File: config.mk
export PLATFORM = sky130hd
export DESIGN_NAME = fifo
export DESIGN_NICKNAME = d
export VERILOG_FILES = /design/src/rtl/fifo.sv
export SDC_FILE = /design/constraint.sdc
export NUM_CORES = 1
export LEC_CHECK = 0
export CAP_MARGIN = 10
export CORE_AREA = 2 2 136 105
export CTS_CLUSTER_DIAMETER = 50
export DETAILED_ROUTE_END_ITERATION = 8
export DIE_AREA = 0 0 138 107
export PLACE_DENSITY_LB_ADDON = 0.2
export SLEW_MARGIN = 20
export SYNTH_ARGS = -nofsm -noshare
export SYNTH_HDL_FRONTEND = slang
export SYNTH_SLANG_ARGS = --single-unit
File: constraint.sdc
create_clock -name clk -period 5.76 [get_ports clk]
set_clock_uncertainty 0.05 [all_clocks]
set_input_delay 0.576 -clock clk [delete_from_list [all_inputs] [get_ports clk]]
set_output_delay 0.576 -clock clk [all_outputs]
set_load 0.005 [all_outputs]
File: src/rtl/fifo.sv
//------------------------------------------------------------------------------
// Module   : fifo
// Brief    : Single-clock synchronous FIFO with registered read data.
// Revision : 1.0
//------------------------------------------------------------------------------
`default_nettype none

module fifo #(
  parameter int DATA_WIDTH = 8,
  parameter int DEPTH      = 16
) (
  input  logic                  clk,
  input  logic                  clear,
  input  logic                  wr,
  input  logic [DATA_WIDTH-1:0] data_in,
  input  logic                  rd,
  output logic [DATA_WIDTH-1:0] data_out,
  output logic                  data_out_valid,
  output logic                  empty,
  output logic                  full
);

  localparam int ADDR_WIDTH = $clog2(DEPTH);

  localparam logic [ADDR_WIDTH-1:0] c_ptr_one  = {{(ADDR_WIDTH-1){1'b0}}, 1'b1};
  localparam logic [ADDR_WIDTH:0]   c_cnt_one  = {{ADDR_WIDTH{1'b0}}, 1'b1};
  localparam logic [ADDR_WIDTH:0]   c_cnt_full = {1'b1, {ADDR_WIDTH{1'b0}}};

  logic [DATA_WIDTH-1:0] r_mem [DEPTH];
  logic [ADDR_WIDTH-1:0] r_wr_ptr;
  logic [ADDR_WIDTH-1:0] r_rd_ptr;
  logic [ADDR_WIDTH:0]   r_count;
  logic [DATA_WIDTH-1:0] r_data_out;
  logic                  r_data_out_valid;

  logic w_wr_accept;
  logic w_rd_accept;

  // DEPTH is a power of two, so count==DEPTH is exactly the MSB pattern.
  assign empty = (r_count == '0);
  assign full  = (r_count == c_cnt_full);

  assign w_wr_accept = wr & ~full;
  assign w_rd_accept = rd & ~empty;

  assign data_out       = r_data_out;
  assign data_out_valid = r_data_out_valid;

  // Storage carries no reset; writes are blocked while clear is held low.
  always_ff @(posedge clk) begin
    if (w_wr_accept && clear) begin
      r_mem[r_wr_ptr] <= data_in;
    end
  end

  always_ff @(posedge clk or negedge clear) begin
    if (!clear) begin
      r_wr_ptr         <= '0;
      r_rd_ptr         <= '0;
      r_count          <= '0;
      r_data_out       <= '0;
      r_data_out_valid <= 1'b0;
    end else begin
      if (w_wr_accept) begin
        r_wr_ptr <= r_wr_ptr + c_ptr_one;
      end
      if (w_rd_accept) begin
        r_rd_ptr   <= r_rd_ptr + c_ptr_one;
        r_data_out <= r_mem[r_rd_ptr];
      end
      r_data_out_valid <= w_rd_accept;

      case ({w_wr_accept, w_rd_accept})
        2'b10:   r_count <= r_count + c_cnt_one;
        2'b01:   r_count <= r_count - c_cnt_one;
        default: r_count <= r_count;
      endcase
    end
  end

endmodule

`default_nettype wire

# Word-level counts from Yosys, hierarchy flattened
# Memory sizes are Yosys's and may differ from the RTL's. A register that Yosys moved wholly into a read port is not among the register bits.
# Index checks and enable logic that the tools add are counted.
# Widths: inputs -> output; s select.
word_totals:
  regBits: 14
  ram_bits: 128
  inputBits: 12
  output_inout_bits: 11
  wordCells: 23
  mem_count: 1
classes:
  addsub: 4
  eq_ne: 3
  n_mux: 3
  bitwise_logic: 4
  n_reduce_logical: 4
memory_table:
  columns: ["name", "words", "word_bits", "read_ports", "rd_ports_with_merged_regs", "wr", "line", "rtl"]
  rows:
  - ["r_mem", 16, 8, 1, 1, 1, "29", "logic [DATA_WIDTH-1:0] r_mem [DEPTH];"]
op_table:
  columns: ["cell", "count"]
  rows:
  - ["$pmux 5 s2", 1]
  - ["$add 4x1->4 const B", 2]
  - ["$add 5x1->5 const B", 1]
  - ["$eq 5x5->1 const B", 1]
  - ["$logic_not 5->1", 1]
  - ["$sub 5x1->5 const B", 1]
  - ["$and 1x1->1", 2]
  - ["$eq 2x1->1 const B", 1]
  - ["$eq 2x2->1 const B", 1]
  - ["$mux 1", 2]
  - ["$not 1->1", 2]
  - ["$reduce_bool 2->1", 1]
  - ["$logic_and 1x1->1", 1]
  - ["$logic_not 1->1", 1]

# Longest topological paths before layout
# Gate-level depths: netlist of the first run.
depth:
  word_depth: 6
  depth_mapped: 13
  mapped_depth_nobuf: 12

# Worst setup path after synthesis of the first run
# No wires, ideal clock.
synth_timing:
  kind: "flip-flop to flip-flop"
  startpoint: "reg r_count[0]"
  endpoint: "reg r_count[4]"
  setup_ns: 0.124
  arrival_time_ns: 2.782
  required_ns: 5.586
  setup_slack_ns: 2.804
  path_stages_with_launch: 11
  n_path_buf: 0
  period_less_slack_ns: 2.956
  path_cell_list: "dfrtp_1 > or4_1 > o21ai_2 > inv_2 > ha_1 > ha_1 > nor2b_1 > o21ai_0 > a21oi_1 > or3b_2 > xnor2_1"
synth_via:
  elab_chain_cells: 5
  elab_cells_between_ends: 12
  cone_classes: "2 x add/sub; 3 x eq/ne; 1 x mux; 4 x bitwise; 2 x reduce/logical"
synth_rtl:
  columns: ["item", "line", "rtl"]
  rows:
  - ["from (decl)", "32", "logic [ADDR_WIDTH:0] r_count;"]
  - ["from (signal assigned)", "74", "2'b10: r_count <= r_count + c_cnt_one;"]
  - ["from (signal assigned)", "75", "2'b01: r_count <= r_count - c_cnt_one;"]
  - ["from (signal assigned)", "76", "default: r_count <= r_count;"]
  - ["$logic_not 5->1 *", "40", "assign empty = (r_count == '0);"]
  - ["$not 1->1 *", "44", "assign w_rd_accept = rd & ~empty;"]
  - ["$and 1x1->1 *", "44", null]
  - ["named net w_rd_accept", "37", "logic w_rd_accept;"]
  - ["$eq 2x1->1 or $eq 2x2->1 (tied branches)", "73", "case ({w_wr_accept, w_rd_accept})"]
  - ["$pmux 5 s2 or $reduce_bool 2->1 (tied branches)", null, null]
# The timed path passes the listed nets; every way through them passes the cells marked *.
# A chain may end at the register's enable or synchronous reset.

# Final worst setup path of the first run
layout_timing:
  startpoint: "reg r_count[1]"
  endpoint: "reg r_count[4]"
# The elaborated chain is that of the path after synthesis.

==> results of run 1 <==
-- logic make-up (layout without fill, tap and decap cells) --
| group | after synthesis | in the layout | share of synthesized area, % |
|---|---|---|---|
| muxes | 41 | 41 | 13.8 |
| AOI/OAI and AO/OA | 22 | 22 | 2.39 |
| xor gates and xnor gates | 10 | 10 | 1.47 |
| DFF | 150 | 150 | 73.6 |
| and+or+nand+nor | 60 | 60 | 4.49 |
| buffers and inverters | 25 | 66 | 2.01 |
| adders and majority gates | 10 | 10 | 2.22 |
-- cells in the mapped netlist (6+ instances only) --
library cell,instances
sky130_fd_sc_hd__xnor2_1,8
sky130_fd_sc_hd__mux2i_1,8
sky130_fd_sc_hd__buf_2,6
sky130_fd_sc_hd__ha_1,9
sky130_fd_sc_hd__inv_1,8
sky130_fd_sc_hd__edfxtp_1,128
sky130_fd_sc_hd__o21ai_0,11
sky130_fd_sc_hd__nand2_1,27
sky130_fd_sc_hd__mux4_2,33
sky130_fd_sc_hd__o221ai_1,7
sky130_fd_sc_hd__nor2_1,13
sky130_fd_sc_hd__dfrtp_1,22
-- path summary, 6_finish.rpt --
| kind | endpoint | slack, ns | start |
|---|---|---|---|
| setup / recovery | r_count[4]$_DFFE_PN0P_ | 2.30 | r_count[1]$_DFFE_PN0P_ |
| hold / removal | data_out[2]$_DFFE_PN0P_ | 0.43 | data_out[2]$_DFFE_PN0P_ |
| setup reg to reg | r_count[4]$_DFFE_PN0P_ | 2.30 | r_count[1]$_DFFE_PN0P_ |
| hold reg to reg | data_out[2]$_DFFE_PN0P_ | 0.43 | data_out[2]$_DFFE_PN0P_ |
| max in group asynchronous | r_rd_ptr[2]$_DFFE_PN0P_ | 4.92 | clear |
| min in group asynchronous | r_count[4]$_DFFE_PN0P_ | 0.47 | clear |
-- cells in the final DEF, fill, tap and decap left out, drive strengths merged --
cell type / instances
a21o: 1
a21oi: 2
and2: 1
buf: 3
bufinv: 1
clkbuf: 20
clkdlybuf4s50: 22
clkinv: 9
clkinvlp: 2
dfrtp: 22
edfxtp: 128
fa: 1
ha: 9
inv: 9
mux2i: 8
mux4: 33
nand2: 27
nand2b: 3
nand3: 5
nand4: 2
nor2: 13
nor2b: 1
nor3: 4
nor4: 1
o21ai: 12
o221ai: 7
or2: 1
or3b: 1
or4: 1
xnor2: 8
xor2: 2
-- power by group through the flow --
stage	clock (mW)	combinational [mW]	sequential (mW)
after detailed placement	0	0.859	1.49
after floorplan	0	0.671	1.38
after global placement	0	0.855	1.48
after global routing	1.06	0.932	1.49
final	0.994	0.847	1.46
after CTS	1.01	0.865	1.46
-- cell type report --
type	count	area [um^2]	share of cell area, %
timing repair buffer	25	243	3.52
inverter	9	33.8	0.490
clock inverter	12	87.6	1.27
sequential	150	4400	63.8
tap	175	219	3.18
multi-input combinational	143	1470	21.4
clock buffer	20	437	6.34
-- sequential cells by signal (all words and copies together), names as in the netlist --
register        count
data_out            8
r_count             5
data_out_valid      1
r_mem             128
r_rd_ptr            4
r_wr_ptr            4
-- tightest hold or removal path: cells and delay by family, from the launching register on --
kind             cells  cell delay (ns)
AO/OA/AOI/OAI        1             0.06
AND/OR/NAND/NOR      1             0.05
flip-flops           1             0.34
-- routing by layer --
| layer | GRT usage [%] | share of wire (%) | vias to the layer above |
|---|---|---|---|
| met5 | 0 | 0 | - |
| met4 | 7.07 | 0.76 | 0 |
| met3 | 4.47 | 7.4 | 8 |
| met2 | 24.6 | 47 | 97 |
| met1 | 24.6 | 45 | 1475 |
| li1 | - | - | 1306 |
-- metrics by stage --
step           utilization (%)  hold WS (ns)  power (mW)  worst slack [ns]
3_3_place_gp              47.4         0.417        2.34              2.35
5_1_grt                   51.3         0.447        3.48              2.04
4_1_cts                   51.3         0.433        3.34              2.29
2_1_floorplan                -         0.230        2.05              2.80
3_5_place_dp              47.4         0.420        2.35              2.31
6_report                  51.3         0.428        3.30              2.30
==> results.sh, run 1 <==
export IMPL_layout_cells_non_filler=534
export IMPL_synth_seq_area_share_pct=73.6
export IMPL_fillers=1088
export IMPL_pin_count_of_the_biggest_net_entering_global_routing=35
export IMPL_fmaxAchievable_mhz=289
export IMPL_pwr_share_comb_pct=25.7
export IMPL_rsz0062_at_grt="false"
export IMPL_post_synth_instance_area_um2=5970
export IMPL_floorplan_rows=37
export IMPL_worst_r2r_path_depth=10
export IMPL_synth_largest_area_cell="sky130_fd_sc_hd__edfxtp_1"
export IMPL_area_delta_synth_final_pct=15.4
export IMPL_crit_family="simple AND/OR/NAND/NOR gates"
export IMPL_period_minus_slack_ns=3.46
export IMPL_post_cts_buffers=0
export IMPL_drtPass1Iterations=4
export IMPL_synth_area_leaders="sky130_fd_sc_hd__edfxtp_1 (64%), sky130_fd_sc_hd__mux4_2 (12%), sky130_fd_sc_hd__dfrtp_1 (9.2%)"
export IMPL_clock_buffer_count_from_cts=17
export IMPL_final_hold_violation_count=0
export IMPL_horizontal_die_dimension_um=138
export IMPL_worstSkewPairLatency_ns=0.42
export IMPL_cts_hold_fix_buffers=0
export IMPL_worst_hold_path_type="register to register"
export IMPL_yosys_register_bits=150
export IMPL_power_switching_fraction_pct=29.5
export IMPL_clock_pin_slew_on_the_worst_setup_and_hold_paths_ns=0.06
export IMPL_dpl_cell_area_um2=6360
export IMPL_gpl_final_weighted_congestion=0.721
export IMPL_power_frac_clock_pct=30.1
export IMPL_floorplan_initialDensity_pct=44.5
export IMPL_post_layout_instance_area_um2=6890
export IMPL_synth_top_area_share_pct=64.4
export IMPL_io_pins=23
export IMPL_ctsResizeCount=0
export IMPL_synth_warning_count=0
export IMPL_timing_final_max_slew_violations=0
export IMPL_wl_um=11500
export IMPL_worstMarginPinSlew_ns=1.06
export IMPL_worst_setup_path_start_kind="register"
export IMPL_drive_above_1_share_pct=20.1
export IMPL_crit_path_class="register to register"
export IMPL_leakage_power_of_the_design_nw=2.32
export IMPL_seq_power_share_pct=44.2
export IMPL_synth_top_flop_cell="sky130_fd_sc_hd__edfxtp_1"
export IMPL_syn_nets=340
export IMPL_critical_path_slowest_cell="sky130_fd_sc_hd__or4_1"
export IMPL_number_of_enable_flip_flop_cells_after_synthesis=128
export IMPL_nNetsFinal=368
export IMPL_max_clock_path_buffers=2
export IMPL_power_density_nw_per_um2=479
export IMPL_path_depth=10
export IMPL_route_detailed_vias_per_inst=5.40
export IMPL_placedCellCount=502
export IMPL_netlist_cell_type_count=32
export IMPL_drt_antenna_violating_nets=0
export IMPL_remaining_drc_errors=0
export IMPL_worstPathCellList="or4_1 -> o21ai_2 -> inv_2 -> ha_1 -> ha_1 -> nor2b_1 -> o21ai_0 -> a21oi_1 -> or3b_2 -> xnor2_1"
export IMPL_grt_antenna_before_repair=0
export IMPL_cts_num_sinks=150
export IMPL_highest_fanout_seen_on_the_critical_path=18
export IMPL_core_area_um2=13400
export IMPL_critical_path_buf_inv_count=1
export IMPL_asyncSetResetFlopFracSynth_pct=14.7
export IMPL_cell_internal_pwr_mw=2.33
export IMPL_wl_per_cell_um=21.5
export IMPL_diodes=0
export IMPL_ir_worst_vdd_uv=232
export IMPL_die_height_um=107
export IMPL_synth_cells=318
export IMPL_drt_iter0_drc=323
export IMPL_cpMostUsedCell="sky130_fd_sc_hd__ha_1"
export IMPL_grt_first_pass_wirelength_um=18000
export IMPL_clock_tree_root_cell="sky130_fd_sc_hd__clkbuf_16"
export IMPL_worst_endpoint_required_ns=6.01
export IMPL_die_area_um2=14800
export IMPL_switching_component_of_the_power_uw=974
export IMPL_totalNegativeSetupSlack_ns=0
export IMPL_worst_path_largest_cell_delay_ns=0.59
export IMPL_grt_remaining_overflow=0
export IMPL_endpoint_kind="register"
export IMPL_critical_path_arrival_ns=3.71
export IMPL_grt_pass1_vias=2927
export IMPL_port_buffers=22
export IMPL_detailed_place_hpwl_um=7200
export IMPL_detailroute_via_count=2886
export IMPL_maxSlewHeadroom_pct=29.0
export IMPL_postSynthAreaPerCell_um2=18.8
export IMPL_finalCritPeriodShare_pct=60.0
export IMPL_tritoncts="yes"
export IMPL_drv_cap=0
export IMPL_finalSetupViolations=0
export IMPL_outcome="complete, no violations"
export IMPL_h_tree_level_count=4
export IMPL_min_delay_path_depth=2
export IMPL_grt_util_all_layers_pct=17.0
(Power assumes the default switching activity.)
==> run 2, diff against run 1 <==
==> constraint.sdc (replaced) <==
create_clock -name clk -period 3.3 [get_ports clk]
set_clock_uncertainty 0.05 [all_clocks]
set_input_delay 0.33 -clock clk [delete_from_list [all_inputs] [get_ports clk]]
set_output_delay 0.33 -clock clk [all_outputs]
set_load 0.005 [all_outputs]
==> run 2 against run 1 <==
Net effect: worst setup slack lost 2.1 ns; sequential power rose by 75%; final area grew 3.4%; clock power is 91% higher; clock-buffer cell count is 3 lower; combinational power up 83%; cell count rose by 4.3%; utilization is 1.7 points higher; die area unchanged; largest cell class unchanged.
==> results.sh, run 2 (synthesis gave the netlist of run 1 again) <==
export IMPL_cpMostUsedCell="sky130_fd_sc_hd__ha_1"
export IMPL_outcome="complete, no violations"
export IMPL_critical_path_slowest_cell="sky130_fd_sc_hd__or4_1"
export IMPL_horizontal_die_dimension_um=138
export IMPL_drv_cap=0
export IMPL_floorplan_rows=37
export IMPL_regMostFlops="r_mem"
export IMPL_wl_per_cell_um=22.2
export IMPL_ctsResizeCount=0
export IMPL_drt_iter0_drc=330
export IMPL_cts_num_sinks=150
export IMPL_ir_worst_vdd_uv=567
export IMPL_h_tree_level_count=4
export IMPL_drive_above_1_share_pct=24.9
export IMPL_io_pins=23
export IMPL_cts_hold_fix_buffers=0
export IMPL_leakage_power_of_the_design_nw=2.46
export IMPL_highest_fanout_seen_on_the_critical_path=6
export IMPL_detailroute_via_count=3018
export IMPL_post_cts_buffers=0
export IMPL_area_delta_synth_final_pct=19.3
export IMPL_period_minus_slack_ns=3.11
export IMPL_endpoint_kind="register"
export IMPL_clock_buffer_count_from_cts=17
export IMPL_nNetsFinal=391
export IMPL_clock_tree_root_cell="sky130_fd_sc_hd__clkbuf_16"
export IMPL_port_buffers=22
export IMPL_largest_register_ffs=128
export IMPL_detailed_place_hpwl_um=7990
export IMPL_fmaxAchievable_mhz=321
export IMPL_layout_cells_non_filler=557
export IMPL_worstPathCellList="or4_1 -> o21ai_2 -> inv_2 -> ha_1 -> ha_1 -> nor2b_1 -> o21ai_0 -> a21oi_1 -> or3b_2 -> xnor2_1"
export IMPL_gpl_final_weighted_congestion=0.821
export IMPL_clock_pin_slew_on_the_worst_setup_and_hold_paths_ns=0.07
export IMPL_rsz0062_at_grt="false"
export IMPL_grt_util_all_layers_pct=18.1
export IMPL_route_detailed_vias_per_inst=5.42
export IMPL_grt_remaining_overflow=0
export IMPL_pin_count_of_the_biggest_net_entering_global_routing=25
export IMPL_drtPass1Iterations=5
export IMPL_floorplan_initialDensity_pct=44.5
export IMPL_total_power_mw=6.00
export IMPL_critical_path_arrival_ns=3.37
export IMPL_finalCritPeriodShare_pct=94.3
export IMPL_wl_um=12400
export IMPL_max_clock_path_buffers=2
export IMPL_tritoncts="yes"
export IMPL_timing_final_max_slew_violations=0
export IMPL_worst_setup_path_start_kind="register"
export IMPL_core_area_um2=13400
export IMPL_worst_hold_path_type="input pin to async pin"
export IMPL_drt_antenna_violating_nets=0
export IMPL_grt_first_pass_wirelength_um=19100
export IMPL_totalNegativeSetupSlack_ns=0
export IMPL_remaining_drc_errors=0
export IMPL_power_density_nw_per_um2=843
export IMPL_grt_antenna_before_repair=0
export IMPL_crit_path_class="register to register"
export IMPL_grt_pass1_vias=3015
export IMPL_worst_path_largest_cell_delay_ns=0.58
export IMPL_die_height_um=107
export IMPL_die_area_um2=14800
export IMPL_placedCellCount=525
export IMPL_most_common_layout_cells="sky130_fd_sc_hd__edfxtp_1 (128), sky130_fd_sc_hd__mux4_2 (33), sky130_fd_sc_hd__nand2_1 (27)"
export IMPL_final_util_pct=53.0
export IMPL_worstMarginPinSlew_ns=0.943
export IMPL_finalSetupViolations=0
export IMPL_maxSlewHeadroom_pct=37.1
export IMPL_worstSkewPairLatency_ns=0.42
export IMPL_diodes=0
export IMPL_layout_cells_most_common="sky130_fd_sc_hd__edfxtp_1"
export IMPL_worst_endpoint_required_ns=3.56
export IMPL_final_hold_violation_count=0
export IMPL_fillers=1095
==> run 2: changes by cell type in the layout (fill, tap and decap cells not counted), moves of 2 or more <==
cell and change:
sky130_fd_sc_hd__clkbuf_1 -3, sky130_fd_sc_hd__inv_6 +4, sky130_fd_sc_hd__nor3_1 +4, sky130_fd_sc_hd__inv_8 +3, sky130_fd_sc_hd__nor3_2 -4, sky130_fd_sc_hd__buf_4 +22, sky130_fd_sc_hd__clkinv_8 +2, sky130_fd_sc_hd__clkinv_2 -7
==> run 2: power by group <==
part	switching [mW]	total, mW	leakage [nW]	internal, mW
registers	0.282	2.56	1.41	2.28
clock network	0.825	1.90	0.280	1.07
logic	0.731	1.55	0.765	0.816
total	1.84	6.00	2.46	4.17
==> run 2: worst max-delay path: cells and delay by family, from the launching register on <==
| kind | cells | cell delay (ns) |
|---|---|---|
| and+or+nand+nor | 3 | 1.18 |
| adders and majority gates | 2 | 0.59 |
| xor gates and xnor gates | 1 | 0.13 |
| DFF | 1 | 0.44 |
| AOI/OAI and AO/OA | 3 | 0.52 |
| buffers and inverters | 1 | 0.09 |
==> run 2: path summary, 6_finish.rpt <==
path	from	to	slack [ns]	cells after the start
worst min register to register	data_out[0]$_DFFE_PN0P_	data_out[0]$_DFFE_PN0P_	0.43	2
min in group clk	data_out[0]$_DFFE_PN0P_	data_out[0]$_DFFE_PN0P_	0.43	2
worst min-delay path	clear	r_count[0]$_DFFE_PN0P_	0.19	2
max in group asynchronous	clear	r_rd_ptr[2]$_DFFE_PN0P_	2.81	2
worst max register to register	r_count[0]$_DFFE_PN0P_	r_count[4]$_DFFE_PN0P_	0.19	10
worst max-delay path	r_count[0]$_DFFE_PN0P_	r_count[4]$_DFFE_PN0P_	0.19	10
==> run 2: per-layer routing <==
layer,wire length (um),vias up,GRT usage (%)
met4,40,0,4.59
met2,5630,79,26.3
met3,803,2,4.73
met5,0,-,0
li1,-,1351,-
met1,5900,1586,27.4
==> run 2: metrics by stage <==
stage          cell area (um^2)  worst slack [ns]  hold slack [ns]
3_3_place_gp               6530             0.299            0.411
4_1_cts                    7120             0.197            0.194
6_report                   7120             0.189            0.189
3_5_place_dp               6530             0.219            0.418
5_1_grt                    7120            0.0408            0.225
2_1_floorplan              5970             0.344          -0.0156
==> run 2: layout make-up <==
class                   count  area (um^2)  share of cell area [%]
repair buffers             48          428                    6.01
multi-input cells         143         1450                    20.4
clock inverters            15          166                    2.34
inverters                   9         33.8                   0.474
flip-flops and latches    150         4400                    61.7
clock buffers              17          425                    5.97
well taps                 175          219                    3.07
